`src/rtl/sfu_pkg.sv`:
```
// Shared definitions for the SFU lane sequencer: opcode values and FSM states.
package sfu_pkg;

    localparam int unsigned SFU_SIN   = 0;
    localparam int unsigned SFU_COS   = 1;
    localparam int unsigned SFU_RSQRT = 2;
    localparam int unsigned SFU_LOG2  = 3;
    localparam int unsigned SFU_EX2   = 4;

    typedef enum logic [1:0] {
        ST_IDLE,
        ST_ISSUE,
        ST_WAIT,
        ST_DONE
    } sfu_state_e;

endpackage

```
`src/rtl/sfu_lane_pick.sv`:
```
// Lowest-set-bit picker: returns the index of the lowest active lane and whether any lane is set.
module sfu_lane_pick #(
    parameter int NUM_LANES = 8,
    parameter int IDX_W     = (NUM_LANES > 1) ? $clog2(NUM_LANES) : 1
) (
    input  logic [NUM_LANES-1:0] mask,
    output logic [IDX_W-1:0]     idx,
    output logic                 valid
);

    always_comb begin
        idx   = '0;
        valid = |mask;
        // scanning downward leaves the lowest set bit as the final winner
        for (int i = NUM_LANES - 1; i >= 0; i--) begin
            if (mask[i]) begin
                idx = IDX_W'(i);
            end
        end
    end

endmodule

```
`src/rtl/sfu_lane_seq.sv`:
```
// Serialises a multi-lane SFU request onto a single scalar SFU core, one active lane at a time.
//
// state | meaning
// IDLE  | waiting for start_i; captures operands, op and mask
// ISSUE | one-cycle core_start_o for the lowest pending lane
// WAIT  | waiting for core_stall_i==0, then writes the lane result
// DONE  | one-cycle done_o, results held until next accepted start
module sfu_lane_seq
    import sfu_pkg::*;
#(
    parameter int NUM_LANES = 8,
    parameter int DATA_W    = 32,
    parameter int OP_W      = 3
) (
    input  logic                        clk_i,
    input  logic                        rst_i,
    input  logic                        start_i,
    input  logic [OP_W-1:0]             selop_i,
    input  logic [NUM_LANES*DATA_W-1:0] src_i,
    input  logic [NUM_LANES-1:0]        mask_i,
    output logic                        stall_o,
    output logic                        done_o,
    output logic [NUM_LANES*DATA_W-1:0] result_o,
    output logic                        core_start_o,
    output logic [OP_W-1:0]             core_selop_o,
    output logic [DATA_W-1:0]           core_src_o,
    input  logic [DATA_W-1:0]           core_result_i,
    input  logic                        core_stall_i
);

    localparam int IDX_W = (NUM_LANES > 1) ? $clog2(NUM_LANES) : 1;

    sfu_state_e                  state_q, state_d;
    logic [NUM_LANES*DATA_W-1:0] src_q;
    logic [NUM_LANES*DATA_W-1:0] result_q;
    logic [OP_W-1:0]             op_q;
    logic [NUM_LANES-1:0]        pending_q;
    logic [NUM_LANES-1:0]        pick_onehot;
    logic [NUM_LANES-1:0]        pending_left;
    logic [IDX_W-1:0]            pick_idx;
    logic                        pick_valid;
    logic                        accept;
    logic                        lane_write;

    sfu_lane_pick #(
        .NUM_LANES (NUM_LANES),
        .IDX_W     (IDX_W)
    ) u_pick (
        .mask  (pending_q),
        .idx   (pick_idx),
        .valid (pick_valid)
    );

    // pending is untouched between ISSUE and WAIT, so the picked lane stays stable across both
    always_comb begin
        pick_onehot           = '0;
        pick_onehot[pick_idx] = 1'b1;
        pending_left          = pending_q & ~pick_onehot;
        accept                = (state_q == ST_IDLE) && start_i;
        lane_write            = (state_q == ST_WAIT) && !core_stall_i;
        state_d               = state_q;
        case (state_q)
            ST_IDLE: begin
                if (start_i) begin
                    state_d = (mask_i == '0) ? ST_DONE : ST_ISSUE;
                end
            end
            ST_ISSUE: begin
                state_d = pick_valid ? ST_WAIT : ST_DONE;
            end
            ST_WAIT: begin
                if (!core_stall_i) begin
                    state_d = (pending_left == '0) ? ST_DONE : ST_ISSUE;
                end
            end
            ST_DONE: begin
                state_d = ST_IDLE;
            end
            default: begin
                state_d = ST_IDLE;
            end
        endcase
    end

    always_ff @(posedge clk_i) begin
        if (rst_i) begin
            state_q   <= ST_IDLE;
            src_q     <= '0;
            op_q      <= '0;
            pending_q <= '0;
            result_q  <= '0;
        end else begin
            state_q <= state_d;
            if (accept) begin
                src_q     <= src_i;
                op_q      <= selop_i;
                pending_q <= mask_i;
                result_q  <= '0;
            end
            if (lane_write) begin
                result_q[pick_idx*DATA_W +: DATA_W] <= core_result_i;
                pending_q                           <= pending_left;
            end
        end
    end

    assign stall_o      = (state_q == ST_ISSUE) || (state_q == ST_WAIT);
    assign done_o       = (state_q == ST_DONE);
    assign core_start_o = (state_q == ST_ISSUE);
    assign core_selop_o = op_q;
    assign core_src_o   = src_q[pick_idx*DATA_W +: DATA_W];
    assign result_o     = result_q;

endmodule

```
`config.mk`:
```
export PLATFORM = sky130hd
export DESIGN_NAME = sfu_lane_seq
export DESIGN_NICKNAME = d
export VERILOG_FILES = /design/src/rtl/sfu_pkg.sv /design/src/rtl/sfu_lane_pick.sv /design/src/rtl/sfu_lane_seq.sv
export SDC_FILE = /design/constraint.sdc
export NUM_CORES = 1
export LEC_CHECK = 0
export CAP_MARGIN = 20
export CORE_MARGIN = 5
export CORE_UTILIZATION = 40
export DETAILED_ROUTE_END_ITERATION = 12
export PLACE_DENSITY_LB_ADDON = 0.2
export SLEW_MARGIN = 20
export SYNTH_ARGS = -nofsm -noshare
export SYNTH_HDL_FRONTEND = slang
export SYNTH_SLANG_ARGS = --single-unit
```
`constraint.sdc`:
```
create_clock -name clk_i -period 3.25 [get_ports clk_i]
set_input_delay 0.4875 -clock clk_i [delete_from_list [all_inputs] [get_ports clk_i]]
set_output_delay 0.4875 -clock clk_i [all_outputs]
set_load 0.005 [all_outputs]
```
==> impl_metrics.tcl <==
set metrics [dict create \
    top_level_ports 597 \
    fill_cells 4600 \
    min_to "result_o[156]" \
    synth_fp_nets 2866 \
    cts_made_buffers 54 \
    slowest_delay_ns 0.50 \
    setup_ws_ns -0.140 \
    h-tree-depth 2 \
    timing.rr.end "result_o[158]" \
    setup_viol_count_final 3 \
    synthTopCellsByArea "dfxtp_1 51%, nand2_1 13%, a21oi_1 8.0%" \
    cp_cell_sequence "or3_4 > buf_6 > a21oi_4 > buf_12 > mux2i_1 > o221ai_1 > clkdlybuf4s50_1" \
    grt_pass1_wl_um 120000 \
    die_y_um 236 \
    place_ws_ns -0.0684 \
    die-area_mm2 0.0558 \
    wl_per_cell_um 21.5 \
    max_slew_margin_pct 45.0 \
    final_core_util_pct 58.4 \
    regArea_mm2 0.0105 \
    async_flop_share_pct 0 \
    worstMarginPinSlew_ns 0.825 \
    clock_sinks 525 \
    fin_crit_ns 3.39 \
    start_util_pct 40.2 \
    remaining_drc_errors 0 \
    via_per_inst 5.45 \
    ys.flop_type "dfxtp_1" \
    grt_pass1_vias 20300 \
    reg2reg_depth 12 \
    min_path_type "in -> reg" \
    r2r_start "pending_q[4]" \
    cp-end-kind "primary output" \
    synth_seq_cells 525 \
    cts-root-buf "clkbuf_16" \
    place_congestion 0.859 \
    seq_area_frac_synth_pct 51.3 \
    synth_most_common_cell "nand2_1" \
    wirelength_um 82100 \
    crit_required_ns 2.76 \
    ff2ff_setup_slack_ns 0.24 \
    rsz0062_at_grt "true" \
    clock_path_buffers 3 \
    firstDrtPassIters 6 \
    peakVddDrop_v 0.000590 \
    slew_violations 0 \
    critPathKind "reg -> out" \
    multiInputGateArea_mm2 0.00942 \
    cp.arrival_ns 2.90 \
    grt_overflow_total 0 \
    grt_start_max_net_pins 254 \
    core_mm2 0.0510 \
    synthTopCellsByCount "735 x nand2_1, 525 x dfxtp_1, 329 x a21oi_1" \
    clock.fmax_mhz 295 \
    violations "negative setup slack" \
    critPathSlowestCell "clkdlybuf4s50_1" \
    crit_family "buffers and inverters" \
    dp_hpwl_um 59900 \
    drive_above_1_share_pct 9.63 \
    layout.cells.non_filler 3823 \
    nets 3413 \
    status "finished, violations left" \
    yosys.area.top_type "dfxtp_1" \
    cp-start-kind "flop" \
    timing.final.crit_share_pct 104 \
    cp_num_buf_inv 3 \
    holdPathStages 2 \
    synth_edf_count 0 \
    cellPowerDensity_mw_per_mm2 658 \
    ant_nets 0 \
    vias 20800 \
    timing.final.hold_violations 0 \
    maxCapViolations 0 \
    drt_iter0_markers 2023 \
    crit_fanout 5 \
    synth.distinct_cells 57 \
    area_growth_pct 45.5 \
    netlist_area_mm2 0.0205 \
    syn_area_per_cell_um2 8.02 \
    port-buffer-count 596 \
    antenna_found_initial 15 \
    ys_warn_count 0 \
    syn_inst 2552 \
    dp_cells 3692 \
    synth_top_area_share_pct 51.3 \
    clock_skew_ns 0.0216 \
    p_leak_nw 10.3 \
    dieWidth_um 236 \
    hold_start "rst_i" \
    grtUsageTotal_pct 27.5 \
    cts_tree "yes" \
    rows 83 \
    path_clk_slew_ns 0.06 \
    path_depth 7 \
    clk_latency_ns 0.60 \
]
-- state kept, by name, indices dropped and copies added, names as in the netlist --
name,flops
src_q,256
state_q,2
core_selop_o,3
result_o,256
pending_q,8
-- layout make-up --
cell class,count,area share [%]
Sequential cell,525,35.3
Multi-Input combinational cell,1796,31.6
Clock buffer,83,5.35
Inverter,7,0.0882
Timing Repair Buffer,715,24.3
Tap cell,680,2.86
Antenna cell,8,0.0672
Clock inverter,9,0.403
-- timing repair --
action | 4_1_cts | 5_1_grt
setup buffers | 18 | 11
hold buffers | 0 | 0
endpoints found under the setup margin | 38 | 170
resized for setup | 137 | 66
gates cloned | 1 | 1
pin swaps | 6 | 15
-- layer usage --
metal  track usage (%)  wire (um)
met1              32.6      31600
met2              47.0      40200
met3              6.91       6600
met4              12.3       3700
met5                 0         85
-- worst max path at each step --
| stage | from | end | slack [ns] |
|---|---|---|---|
| after floorplan | pending_q[0] | result_o[140] | 0.002 |
| after CTS | pending_q[0] | core_src_o[3] | -0.18 |
| final | pending_q[0] | core_src_o[16] | -0.14 |
| after global placement | pending_q[0] | core_src_o[13] | -0.1 |
| after global routing | pending_q[2] | core_src_o[3] | -0.24 |
| after detailed placement | pending_q[0] | core_src_o[1] | -0.07 |
-- report_power, final --
part	total [mW]	internal [mW]	switching [mW]
combinational	6.08	2.35	3.72
clock	6.07	3.58	2.49
sequential	7.46	7.06	0.401
total	19.6	13.0	6.62
-- metrics by stage --
stage               hold slack [ns]  TNS (ns)  area [um^2]  power [mW]
finish                        0.330    -0.295        29800        19.6
global route                  0.354    -0.865        29800        20.5
CTS                           0.327     -1.24        29500        19.5
detailed placement            0.443    -0.113        27400        13.3
global placement              0.439    -0.182        27400        13.2
floorplan                     0.433         0        20500        10.6
-- cells by family (layout without fill, tap and decap cells) --
| logic type | count (synthesis) | count (layout) | synth area share [%] |
|---|---|---|---|
| compound gates | 683 | 683 | 19.3 |
| fa+ha+maj | 11 | 11 | 0.672 |
| buf+inv | 231 | 814 | 4.79 |
| flops | 525 | 525 | 51.3 |
| mux | 34 | 34 | 1.66 |
| other cells | 0 | 8 | 0 |
| simple gates | 1068 | 1068 | 22.3 |
-- cell usage in the layout, fill, tap and decap left out, drive strengths merged, types with 11 or more instances in the layout --
cell / instances
a21boi: 15
a21oi: 331
a221o: 15
a221oi: 17
a222oi: 15
a22oi: 22
buf: 132
clkbuf: 94
clkdlybuf4s50: 565
dfxtp: 525
ha: 11
mux2i: 34
nand2: 736
nand3: 228
nand3b: 34
nor2: 35
o21ai: 217
o221ai: 31
No activity file was read; power rests on OpenSTA's default activity.
